===== src/rtl/arb_pkg.sv =====
// rtl/arb_pkg.sv - shared constants and state type for the round-robin operand arbiter
package arb_pkg;

  localparam int NUM_REQ           = 4;
  localparam int SEL_W             = 2;
  localparam int DEFAULT_MAX_BURST = 4;

  typedef enum logic [0:0] {
    IDLE = 1'b0,
    BUSY = 1'b1
  } state_t;

endpackage


===== src/rtl/rr_pick4.sv =====
// rtl/rr_pick4.sv - 4-way rotating priority picker (rotate, priority-encode, un-rotate)
module rr_pick4
  import arb_pkg::*;
(
  input  logic [NUM_REQ-1:0] req,
  input  logic [SEL_W-1:0]   ptr,
  output logic               found,
  output logic [SEL_W-1:0]   winner
);

  logic [2*NUM_REQ-1:0] w_dbl;
  logic [NUM_REQ-1:0]   w_rot;
  logic [SEL_W-1:0]     w_idx;

  // Rotate so that requester ptr lands at bit 0 and has highest priority.
  assign w_dbl = {req, req};
  assign w_rot = w_dbl[{1'b0, ptr} +: NUM_REQ];

  // Lowest set bit of the rotated vector is the winner's offset from ptr.
  always_comb begin
    w_idx = '0;
    if (w_rot[0])      w_idx = 2'd0;
    else if (w_rot[1]) w_idx = 2'd1;
    else if (w_rot[2]) w_idx = 2'd2;
    else if (w_rot[3]) w_idx = 2'd3;
  end

  assign found  = |req;
  assign winner = w_idx + ptr;

endmodule


===== src/rtl/rr_operand_arbiter.sv =====
// rtl/rr_operand_arbiter.sv - round-robin burst arbiter for the shared operand bus; ARB_STATS_EN adds grant counters
module rr_operand_arbiter
  import arb_pkg::*;
#(
  parameter int DATA_W    = 32,
  parameter int MAX_BURST = DEFAULT_MAX_BURST
) (
  input  logic               clk,
  input  logic               reset,
  input  logic [NUM_REQ-1:0] req,
  input  logic [NUM_REQ-1:0] last,
  input  logic [DATA_W-1:0]  data0,
  input  logic [DATA_W-1:0]  data1,
  input  logic [DATA_W-1:0]  data2,
  input  logic [DATA_W-1:0]  data3,
  input  logic               out_ready,
  output logic [NUM_REQ-1:0] gnt,
  output logic [SEL_W-1:0]   sel,
  output logic               out_valid,
  output logic [DATA_W-1:0]  out_data,
`ifdef ARB_STATS_EN
  output logic [63:0]        grant_cnt,
`endif
  output logic               busy
);

  localparam int CNT_W = $clog2(MAX_BURST) + 1;
  localparam logic [CNT_W-1:0] LAST_BEAT = CNT_W'(MAX_BURST - 1);

  state_t            r_state;
  logic [NUM_REQ-1:0] r_gnt;
  logic [SEL_W-1:0]  r_sel;
  logic [SEL_W-1:0]  r_ptr;
  logic [CNT_W-1:0]  r_beat_cnt;

  logic              w_busy;
  logic              w_req_sel;
  logic              w_last_sel;
  logic [DATA_W-1:0] w_data_sel;
  logic              w_accept;
  logic              w_release;
  logic [SEL_W-1:0]  w_next_ptr;
  logic [SEL_W-1:0]  w_pick_ptr;
  logic              w_found;
  logic [SEL_W-1:0]  w_winner;
  logic              w_load;

  assign w_busy     = (r_state == BUSY);
  assign w_req_sel  = req[r_sel];
  assign w_last_sel = last[r_sel];

  // Operand mux driven by the registered select.
  always_comb begin
    w_data_sel = '0;
    case (r_sel)
      2'd0:    w_data_sel = data0;
      2'd1:    w_data_sel = data1;
      2'd2:    w_data_sel = data2;
      default: w_data_sel = data3;
    endcase
  end

  assign out_valid = w_busy & w_req_sel;
  assign out_data  = w_busy ? w_data_sel : '0;
  assign busy      = w_busy;
  assign gnt       = r_gnt;
  assign sel       = r_sel;

  // A withdrawn request releases without moving a beat; otherwise release
  // only on an accepted final beat or when the burst cap is reached.
  assign w_accept   = out_valid & out_ready;
  assign w_release  = w_busy & (~w_req_sel |
                      (w_accept & (w_last_sel | (r_beat_cnt == LAST_BEAT))));
  assign w_next_ptr = r_sel + 2'd1;

  // On release the picker already sees the rotated pointer, so the next
  // owner is granted on the same edge with no idle bubble.
  assign w_pick_ptr = w_release ? w_next_ptr : r_ptr;
  assign w_load     = w_found & (~w_busy | w_release);

  rr_pick4 u_pick (
    .req    (req),
    .ptr    (w_pick_ptr),
    .found  (w_found),
    .winner (w_winner)
  );

  // Grant FSM, round-robin pointer and beat counter.
  always_ff @(posedge clk or posedge reset) begin
    if (reset) begin
      r_state    <= IDLE;
      r_gnt      <= '0;
      r_sel      <= '0;
      r_ptr      <= '0;
      r_beat_cnt <= '0;
    end else begin
      if (w_release) r_ptr <= w_next_ptr;
      if (w_load) begin
        r_state    <= BUSY;
        r_gnt      <= NUM_REQ'(1) << w_winner;
        r_sel      <= w_winner;
        r_beat_cnt <= '0;
      end else if (w_release) begin
        r_state    <= IDLE;
        r_gnt      <= '0;
        r_sel      <= '0;
        r_beat_cnt <= '0;
      end else if (w_accept) begin
        r_beat_cnt <= r_beat_cnt + 1'b1;
      end
    end
  end

`ifdef ARB_STATS_EN
  logic [15:0] r_grant_cnt [NUM_REQ];

  for (genvar gi = 0; gi < NUM_REQ; gi++) begin : g_stats
    // Saturating count of grant events won by requester gi.
    always_ff @(posedge clk or posedge reset) begin
      if (reset) begin
        r_grant_cnt[gi] <= '0;
      end else if (w_load && (w_winner == SEL_W'(gi)) && (r_grant_cnt[gi] != 16'hFFFF)) begin
        r_grant_cnt[gi] <= r_grant_cnt[gi] + 16'd1;
      end
    end
    assign grant_cnt[16*gi +: 16] = r_grant_cnt[gi];
  end
`endif

endmodule

===== config.mk =====
export PLATFORM = sky130hd
export DESIGN_NAME = rr_operand_arbiter
export DESIGN_NICKNAME = d
export VERILOG_FILES = /design/src/rtl/arb_pkg.sv /design/src/rtl/rr_pick4.sv /design/src/rtl/rr_operand_arbiter.sv
export SDC_FILE = /design/constraint.sdc
export NUM_CORES = 1
export LEC_CHECK = 0
export CAP_MARGIN = 40
export CORE_ASPECT_RATIO = 1.2
export CORE_UTILIZATION = 32
export DETAILED_ROUTE_END_ITERATION = 7
export GPL_TIMING_DRIVEN = 0
export PLACE_DENSITY = 0.95
export SLEW_MARGIN = 20
export SYNTH_ARGS = -nofsm -noshare
export SYNTH_HDL_FRONTEND = slang
export SYNTH_HIERARCHICAL = 1
export SYNTH_SLANG_ARGS = --single-unit

===== constraint.sdc =====
create_clock -name clk -period 7.5 [get_ports clk]
set_clock_uncertainty 0.15 [all_clocks]
set_input_delay 1.125 -clock clk [delete_from_list [all_inputs] [get_ports clk]]
set_output_delay 1.125 -clock clk [all_outputs]
set_load 0.05 [all_outputs]

Word-level counts from Yosys, hierarchy flattened
Index checks and enable logic that the tools add are counted.
{"block": "word_totals", "in_bits": 139, "elab_cells": 48, "mem_count": 0, "ram_bits": 0, "output_inout_bits": 40, "mem_bits_ro": 0, "ff_bits": 12, "latch_bits": 0}
{"block": "classes", "shift": 2, "n_mux": 20, "bitwise_logic": 10, "multipliers": 0, "n_eq_ne": 3, "n_addsub": 3, "n_reduce_logical": 4, "n_lt_le_gt_ge": 1, "div_mod_pow": 0}
{"op": "$pmux 32 s3", "n": 1}
{"op": "$mux 32", "n": 1}
{"op": "$mux 2", "n": 7}
{"op": "$mux 3", "n": 3}
{"op": "$mux 4", "n": 2}
{"op": "$shiftx 8x3->4", "n": 1}
{"op": "$and 1x1->1", "n": 5}
{"op": "$bmux 1 s2", "n": 2}
{"op": "$mux 1", "n": 4}
{"op": "$reduce_or 4->1", "n": 1}
{"op": "$shl 1x2->4 const A", "n": 1}
{"op": "$add 3x1->3 const B", "n": 1}
{"op": "$eq 3x2->1 const B", "n": 1}
{"op": "$lt 2x3->1 const B", "n": 1}
{"op": "$or 1x1->1", "n": 3}
{"op": "$reduce_bool 3->1", "n": 1}
{"op": "$add 2x1->2 const B", "n": 1}
{"op": "$add 2x2->2", "n": 1}
{"op": "$eq 2x1->1 const B", "n": 1}
{"op": "$eq 2x2->1 const B", "n": 1}
{"op": "$logic_not 2->1", "n": 1}
{"op": "$not 1->1", "n": 2}
{"op": "$reduce_bool 2->1", "n": 1}

Longest topological paths before layout
Gate-level depths: netlist of the first run.
{"block": "depth", "depth_word": 16, "ltp_mapped": 16, "ltp_nobuf": 16}

Cells and area by module
The synthesis of the first run kept the hierarchy.
{"module": "rr_operand_arbiter", "cells_per_inst": 206, "seq_area_each_um2": 300.3, "n_inst": 1, "area_per_inst_um2": 1551.5}
{"module": "rr_pick4", "cells_per_inst": 22, "seq_area_each_um2": 0.0, "n_inst": 1, "area_per_inst_um2": 161.4}

Worst setup path after synthesis of the first run
OpenSTA, ideal clock, no wires.
{"block": "synth_timing", "kind": "input -> register", "from": "input req[3]", "to": "register r_gnt[0] (netlist: gnt[0])", "t_required_ns": 7.228, "setup_ns": 0.122, "arrival_ns": 3.380, "path_slack_ns": 3.849, "path_stages": 13, "path_buffers": 0, "cell_sequence": "mux4_2 inv_1 o21ai_1 mux2_2 and2b_1 nand2_1 o211ai_1 o21a_1 ha_1 xnor2_1 xnor2_1 inv_1 a32o_1"}
{"block": "synth_via", "elab_chain_cells": 16, "word_cells_on_any_way": 21, "classes_between": "add/sub: 1; shift: 2; mux: 8; bitwise: 8; reduce/logical: 2"}
{"item": "from (decl)", "line_no": "rr_operand_arbiter.sv:10", "rtl": "input logic [NUM_REQ-1:0] req,"}
{"item": "$bmux 1 s2 (*)", "line_no": "rr_operand_arbiter.sv:49", "rtl": "assign w_req_sel = req[r_sel];"}
{"item": "$mux 1 (implied by the code) (*)", "line_no": "rr_operand_arbiter.sv:49"}
{"item": "$and 1x1->1", "line_no": "rr_operand_arbiter.sv:63", "rtl": "assign out_valid = w_busy & w_req_sel;"}
{"item": "$and 1x1->1", "line_no": "rr_operand_arbiter.sv:71", "rtl": "assign w_accept = out_valid & out_ready;"}
{"item": "$and 1x1->1", "line_no": "rr_operand_arbiter.sv:73", "rtl": "(w_accept & (w_last_sel | (r_beat_cnt == LAST_BEAT))));"}
{"item": "$or 1x1->1 (*)", "line_no": "rr_operand_arbiter.sv:72", "rtl": "assign w_release = w_busy & (~w_req_sel |"}
{"item": "$and 1x1->1 (*)", "line_no": "rr_operand_arbiter.sv:72"}
{"item": "$mux 2 (*)"}
{"item": "via w_pick_ptr[1]", "line_no": "rr_operand_arbiter.sv:43", "rtl": "logic [SEL_W-1:0] w_pick_ptr;"}
{"item": "[... 1 more ...]"}
{"item": "$mux 2", "line_no": "rr_pick4.sv:25", "rtl": "else if (w_rot[3]) w_idx = 2'd3;"}
{"item": "$mux 2", "line_no": "rr_pick4.sv:24", "rtl": "else if (w_rot[2]) w_idx = 2'd2;"}
{"item": "$mux 2", "line_no": "rr_pick4.sv:23", "rtl": "else if (w_rot[1]) w_idx = 2'd1;"}
{"item": "$mux 2", "line_no": "rr_pick4.sv:22", "rtl": "if (w_rot[0]) w_idx = 2'd0;"}
{"item": "$add 2x2->2 (*)", "line_no": "rr_pick4.sv:29", "rtl": "assign winner = w_idx + ptr;"}
{"item": "via w_winner[1]", "line_no": "rr_operand_arbiter.sv:45", "rtl": "logic [SEL_W-1:0] w_winner;"}
{"item": "$shl 1x2->4 (*)", "line_no": "rr_operand_arbiter.sv:100", "rtl": "r_gnt <= NUM_REQ'(1) << w_winner;"}
{"item": "$mux 4 (*)", "line_no": "rr_operand_arbiter.sv:98", "rtl": "if (w_load) begin"}
{"item": "to (signal assigned)", "line_no": "rr_operand_arbiter.sv:100"}
{"item": "to (decl)", "line_no": "rr_operand_arbiter.sv:31", "rtl": "logic [NUM_REQ-1:0] r_gnt;"}
Mark *: on every way through the listed nets, which the timed path passes. The rest lies on a longest branch. The select of a mux whose other input is x is not followed.
A chain may end at the register's enable or synchronous reset.

Final worst setup path of the first run
{"block": "layout_timing", "from": "input req[2]", "to": "output out_valid"}
{"block": "layout_via", "elab_chain_cells": 3}
{"item": "$bmux 1 s2", "line_no": "rr_operand_arbiter.sv:49"}
{"item": "$mux 1 (implied by the code)", "line_no": "rr_operand_arbiter.sv:49"}
{"item": "$and 1x1->1", "line_no": "rr_operand_arbiter.sv:63"}
{"item": "to (decl)", "line_no": "rr_operand_arbiter.sv:19", "rtl": "output logic out_valid,"}
No other way between the ends. The select of a mux whose other input is x is not followed.

==> metrics.md, run 1 <==
| Metric | Value |
|---|---|
| Post-Place Cells | `approximately 470` |
| HP Start | `gnt[0]$_DFFE_PP0P_` |
| Register area | `between 300 and 400 um2` |
| GR Overflow Total | `0` |
| DR WL/cell | `around 18 um` |
| Area share of xor/xnor cells in the synthesized design | `0.01534` |
| Crit path max-delay family | `buffers and inverters` |
| Slowest CP cell | `clkdlybuf4s50_1` |
| Critical Path Fanout Max | `9` |
| Clock slew at reported path FFs | `0.05 ns` |
| Hold Path Cell Cnt | `1` |
| Fillers | `around 420` |
| Adder-cell share of the synthesized area | `0.05113` |
| Post-cts gate resize count | `0` |
| Synth Area in Simple Gates | `0.2535` |
| Cell area after layout | `about 3600 um2` |
| Reg2Reg Depth | `15` |
| Fmax | `about 230 MHz` |
| Worst reg2reg setup slack | `4.14 ns` |
| Synth area leaders | `a222oi_1 19%, dfrtp_1 18%, and2_1 12%` |
| RSZ-0062 raised after global routing | `false` |
| CTS Hold Bufs | `0` |
| I/O Buffers | `~180` |
| Worst EP required | `a little over 6 ns` |
| Post-synthesis mux area share | `0.05625` |
| Core Area | `between 5000 and 6000 um2` |
| Relative slew margins | `0.6139` |
| CTS H-tree depth | `1` |
| Largest net degree at the start of global routing | `13` |
| Post-CTS Repair Setup Buffers | `0` |
| CP arrival | `3.10 ns` |
| Clk_lat worst skew | `0.23 ns` |
| Clk buf depth | `2` |
| Power Dens Cells | `just under 500 nW/um2` |
| Synth Warn # | `6` |
| Top_reg_cell synth | `dfrtp_1` |
| Syn Nets | `between 300 and 400` |
| CTS sink cnt | `12` |
| Setup violators final | `0` |
| Final antenna-violating net count | `0` |
| Outcome | `complete, no violations` |
| Async set-reset flop share out of synthesis | `1.000` |
| Final hold vios | `0` |
| Die footprint | `5651 um2` |
| Post-DP HPWL | `around 6.7 mm` |
| VDD IR-drop max | `0.3859 mV` |
| Total Routing Usage GR | `0.2708` |
| Vias | `about 2,600` |
| R2r startpoint | `r_beat_cnt[0]$_DFFE_PP0P_` |
| CP peak stage delay | `~0.69 ns` |
| Initial antenna violation count | `0` |
| Chip Height | `just over 80 um` |
| Post-Place Setup Slack | `just over 3 ns` |
| Die width | `between 60 and 70 um` |
| Type of the worst min-delay path | `flop to flop` |
| Pre-Repair DR Iteration Count | `6` |
| Hold slack | `0.3593 ns` |
| Number of flops mapped to enable cells by yosys | `0` |
| Max Cap Viol | `0` |
| Slew @ Worst Pin | `0.5774 ns` |
| Buffer and inverter count on the worst path | `3` |
| Most used cell, CP | `clkdlybuf4s50_1` |
| Period utilisation layout | `0.5831` |
| Top-level I/O count | `179` |
| Synth area leader | `a222oi_1` |
| Pins Over Slew Limit | `0` |
| Leakage | `1.368 nW` |
| Yosys reg bits | `12` |
| Synth Instances | `roughly 230` |
| Sequential area share after synthesis | `0.1753` |
| Distinct cells, synth | `37` |
| First-pass GRT wire length | `between 10 and 15 mm` |
| Share of cells above drive strength 1 | `0.03423` |
| Final nets | `557` |
| Number of global-route vias before repair | `around 2,500` |
| Worst r2r dst | `gnt[0]$_DFFE_PP0P_` |
| Complex-gate fraction of the synthesized area | `0.3740` |
| N_diodes | `0` |
| Initial DRC Count | `around 230` |
| Post-Route WL | `approximately 8.3 mm` |
| Area after DPL | `about 3600 um2` |
| Num CTS Buffers | `3` |
| Area share of the largest cell type after synthesis | `0.1870` |
| WHS Endpoint | `gnt[0]$_DFFE_PP0P_` |
| GP Congestion | `approximately 0.85` |
| Minimum clock period | `around 4.4 ns` |
| Crit path capture type | `output port` |
| DRC viols | `0` |
| Most frequent cells after synthesis | `36 x nand2_1, 32 x a222oi_1, 32 x and2_1, 32 x o21ai_0, 19 x clkbuf_1` |
| Cell Area, Synth | `1713 um2` |
| Final std cells w/o fill | `approximately 470` |
| Setup TNS | `0 ns` |
| Crit path from | `req[2]` |
| Vias per cell | `roughly 5.5` |
| Area of the multi-input gates | `approximately 1300 um2` |
| Count leader, synth | `nand2_1` |
| Initial cell density of the core | `0.3395` |
| Avg Inst Size Synth | `around 7.5 um2` |
| Root buffer cell | `clkbuf_8` |
| CP Cell Sequence | `clkdlybuf4s50_1 > mux4_2 > nand2_2 > inv_2 > clkdlybuf4s50_1` |
| Startpoint type of the worst setup path | `input pin` |
| Layout area overhead | `110.8%` |
| Main combinational cell family by area after synthesis | `compound AO/OA/AOI/OAI gates` |
| Setup CP Type | `input pin to output port` |
| Worst Slack Setup Final | `roughly 3.1 ns` |
| CTS tree | `built` |
| Row cnt | `28` |
[how the worst max path moves through the flow]
| stage | to | slack, ns | cells after the start |
|---|---|---|---|
| after floorplan | gnt[0]$_DFFE_PP0P_ | 3.85 | 13 |
| after global placement | gnt[0]$_DFFE_PP0P_ | 3.10 | 14 |
| after detailed placement | gnt[0]$_DFFE_PP0P_ | 3.03 | 14 |
| after CTS | out_valid | 3.13 | 5 |
| after global routing | out_data[7] | 2.99 | 8 |
| final | out_valid | 3.13 | 5 |
[layout make-up]
class | instances | area share
Timing Repair Buffer | 178 | 0.4934
Multi-Input combinational cell | 186 | 0.3559
Sequential cell | 12 | 0.08316
Buffer | 21 | 0.02599
Tap cell | 60 | 0.02079
Clock buffer | 3 | 0.01143
Inverter | 9 | 0.009356
[sequential cells by signal, indices dropped and copies added (netlist names)]
signal	count
gnt	4
r_ptr	2
r_beat_cnt	3
busy	1
sel	2
[kinds of logic (layout without fill, tap and decap cells)]
family	after synthesis	after routing
flip-flops	12	12
buffers and inverters	30	211
AND/OR/NAND/NOR	85	85
adder cells (fa/ha/maj)	7	7
multiplexers	8	8
AO/OA/AOI/OAI	83	83
XOR/XNOR	3	3
[cells in the final DEF (no fill, tap or decap), types with 3 or more instances in the layout]
cell type	instances
inv_1	8
a21oi_1	3
o21ai_0	32
a32o_1	4
nor2_1	4
a222oi_1	32
clkbuf_1	19
mux2i_1	4
clkbuf_8	3
and2_1	32
ha_1	7
clkdlybuf4s50_1	178
dfrtp_1	12
nand2_1	36
nor2b_1	4
[per-stage QoR]
step,utilization,total power [W]
6_report,0.7158,0.001773
5_1_grt,0.7158,0.001869
4_1_cts,0.7158,0.001771
3_5_place_dp,0.7076,0.001706
3_3_place_gp,0.7076,0.001673
2_1_floorplan,-,0.001195
[layer usage]
metal / global-route usage / up-vias / routed length (um)
met5: 0 / - / 0
met4: 0.07959 / 0 / 197
met3: 0.07143 / 18 / 914
met2: 0.5088 / 135 / 4181
met1: 0.2893 / 1192 / 2971
li1: - / 1239 / -
[worst register-to-register path: stages (launching register included)]
cell	delay, ns
dfrtp_1	0.36
ha_1	0.16
ha_1	0.16
nor2_1	0.04
a221oi_1	0.42
o21ai_1	0.15
mux2_2	0.33
nand2_1	0.07
a21oi_1	0.16
o22ai_1	0.10
o21a_1	0.19
ha_1	0.19
xnor2_1	0.13
xnor2_1	0.30
inv_1	0.11
a32o_1	0.23
[where the power goes]
part	leakage, nW	internal (W)	switching [W]
Clock	0.0216	0.0000352	0.0000211
Combinational	1.20	0.000608	0.000996
Sequential	0.150	0.0000925	0.0000196
Power figures use the tool's default switching activity.
==> run 2: changes to the inputs <==
--- a/config.mk
+++ b/config.mk
@@ -7,10 +7,10 @@
 export LEC_CHECK = 0
 export CAP_MARGIN = 40
 export CORE_ASPECT_RATIO = 1.2
-export CORE_UTILIZATION = 32
+export CORE_UTILIZATION = 29
 export DETAILED_ROUTE_END_ITERATION = 7
 export GPL_TIMING_DRIVEN = 0
-export PLACE_DENSITY = 0.95
+export PLACE_DENSITY = 0.87
 export SLEW_MARGIN = 20
 export SYNTH_ARGS = -nofsm -noshare
 export SYNTH_HDL_FRONTEND = slang
==> constraint.sdc (replaced) <==
create_clock -name clk -period 4.1 [get_ports clk]
set_clock_uncertainty 0.15 [all_clocks]
set_input_delay 0.615 -clock clk [delete_from_list [all_inputs] [get_ports clk]]
set_output_delay 0.615 -clock clk [all_outputs]
set_load 0.05 [all_outputs]
==> metrics.md, run 2 (synthesis gave the netlist of run 1 again) <==
| Metric | Value |
|---|---|
| Type of the worst min-delay path | `flop to flop` |
| Pre-Repair DR Iteration Count | `5` |
| DR WL/cell | `about 17 um` |
| Post-cts gate resize count | `0` |
| Critical Path Fanout Max | `10` |
| Relative slew margins | `0.6127` |
| Power Dens Cells | `between 800 and 900 nW/um2` |
| Crit path capture type | `output port` |
| Total power | `~0.0033 W` |
| Final antenna-violating net count | `0` |
| Initial antenna violation count | `0` |
| Max FFs per register | `4` |
| Core Area | `5668 um2` |
| GR Overflow Total | `0` |
| Setup violators final | `0` |
| CTS tree | `built` |
| Clk_lat worst skew | `0.25 ns` |
| Die width | `around 72 um` |
| Pins Over Slew Limit | `0` |
| Number of global-route vias before repair | `about 2,500` |
| VDD IR-drop max | `approximately 0.6 mV` |
| Fillers | `between 500 and 600` |
| Post-Place Setup Slack | `approximately 0.085 ns` |
| Vias per cell | `between 5 and 6` |
| Worst Slack Setup Final | `0.3049 ns` |
| Final std cells w/o fill | `slightly below 500` |
| I/O Buffers | `178` |
| N_diodes | `0` |
| Final hold vios | `0` |
| Clk buf depth | `2` |
| CP Cell Sequence | `buf_6 > inv_1 > ha_1 > clkbuf_1 > a222oi_1 > o21ai_0 > and2_1 > clkdlybuf4s50_1` |
| Area of the multi-input gates | `1285 um2` |
| Share of cells above drive strength 1 | `0.03659` |
| Minimum clock period | `3.795 ns` |
| Buffer and inverter count on the worst path | `4` |
| Die footprint | `a little over 6000 um2` |
| Row cnt | `30` |
| Crit path from | `sel[0]$_DFFE_PP0P_` |
| DRC viols | `0` |
| Slowest CP cell | `clkdlybuf4s50_1` |
| Most common cell after layout, fill and taps aside | `clkdlybuf4s50_1` |
| Layout area overhead | `113.1%` |
| Slew @ Worst Pin | `just under 0.6 ns` |
| Crit path max-delay family | `buffers and inverters` |
| Area after DPL | `3595 um2` |
| Leakage | `around 1.4 nW` |
| HP Start | `gnt[2]$_DFFE_PP0P_` |
| Setup CP Type | `flop to output port` |
| Post-Place Cells | `about 490` |
| Clock slew at reported path FFs | `~0.06 ns` |
| Largest net degree at the start of global routing | `13` |
| Fmax | `between 200 and 300 MHz` |
| First-pass GRT wire length | `between 10 and 15 mm` |
| Chip Height | `86.19 um` |
| Post-DP HPWL | `between 6 and 7 mm` |
| Total Routing Usage GR | `0.2438` |
| Top-level I/O count | `around 180` |
| CTS Hold Bufs | `0` |
| Outcome | `complete, no violations` |
| Worst EP required | `3.34 ns` |
| CTS H-tree depth | `1` |
| Startpoint type of the worst setup path | `flop` |
| Initial cell density of the core | `0.3022` |
| R2r startpoint | `r_beat_cnt[1]$_DFFE_PP0P_` |
| RSZ-0062 raised after global routing | `false` |
| Vias | `between 2,000 and 3,000` |
| GP Congestion | `just over 0.8` |
| CTS sink cnt | `12` |
| Initial DRC Count | `203` |
| Period utilisation layout | `0.9256` |
| Register area | `300.3 um2` |
| Final nets | `roughly 560` |
| Post-CTS Repair Setup Buffers | `0` |
| CP peak stage delay | `between 0.8 and 0.9 ns` |
| CP arrival | `approximately 3 ns` |
| Max Cap Viol | `0` |
| Setup TNS | `0 ns` |
| Num CTS Buffers | `3` |
| Post-Route WL | `~8 mm` |
| Most frequent cells in the layout | `178 x clkdlybuf4s50_1, 36 x nand2_1, 32 x a222oi_1, 32 x o21ai_0, 32 x and2_1` |
| Cell area after layout | `approximately 3600 um2` |
| Root buffer cell | `clkbuf_8` |
[run 2: changes by cell type in the layout (fill, tap and decap cells not counted)]
cell,previous run,this run
clkbuf_8,3,4
[run 2: final cells by class]
type                    count  share of cell area
plain buffers              21             0.02571
well taps                  80             0.02743
flip-flops and latches     12             0.08228
clock buffers               4             0.01508
repair buffers            178              0.4882
multi-input cells         186              0.3521
inverters                   9            0.009256
[run 2: where the power goes]
| group | total, W | internal (W) | switching (W) |
|---|---|---|---|
| sequential | 0.000203 | 0.000169 | 0.0000343 |
| clock | 0.000131 | 0.0000850 | 0.0000463 |
| combinational | 0.00292 | 0.00111 | 0.00181 |
| total | 0.00325 | 0.00137 | 0.00189 |
[run 2: worst register-to-register path: stages, from the launching register on]
cell and delay, ns:
dfrtp_1 0.37, ha_1 0.16, ha_1 0.16, nor2_1 0.04
a221oi_1 0.42, o21ai_1 0.16, mux2_2 0.36, and2b_1 0.20
nand2_1 0.07, o211ai_1 0.09, o21a_1 0.13, ha_1 0.18
xnor2_1 0.13, xnor2_1 0.32, inv_1 0.11, a32o_1 0.24
[run 2: metal layers]
layer	GRT usage	vias to the layer above	routed length, um
li1	-	1240	-
met1	0.2723	1209	3003
met2	0.4528	125	4214
met3	0.06744	8	811
met4	0.05526	0	84
met5	0	-	0
[run 2: final timing paths]
path,endpoint,slack (ns),depth (start not counted)
setup / recovery,out_data[21],0.30,8
hold / removal,gnt[2]$_DFFE_PP0P_,0.35,1
setup reg to reg,gnt[0]$_DFFE_PP0P_,0.68,15
hold reg to reg,gnt[2]$_DFFE_PP0P_,0.35,1
max in group asynchronous,gnt[0]$_DFFE_PP0P_,2.97,2
min in group asynchronous,gnt[3]$_DFFE_PP0P_,0.52,2
[run 2: metrics by stage]
stage | hold slack (ns) | util
after floorplan | 0.3297 | -
after global placement | 0.3387 | 0.6342
after detailed placement | 0.3402 | 0.6342
after CTS | 0.3573 | 0.6439
after global routing | 0.3703 | 0.6439
final | 0.3539 | 0.6439
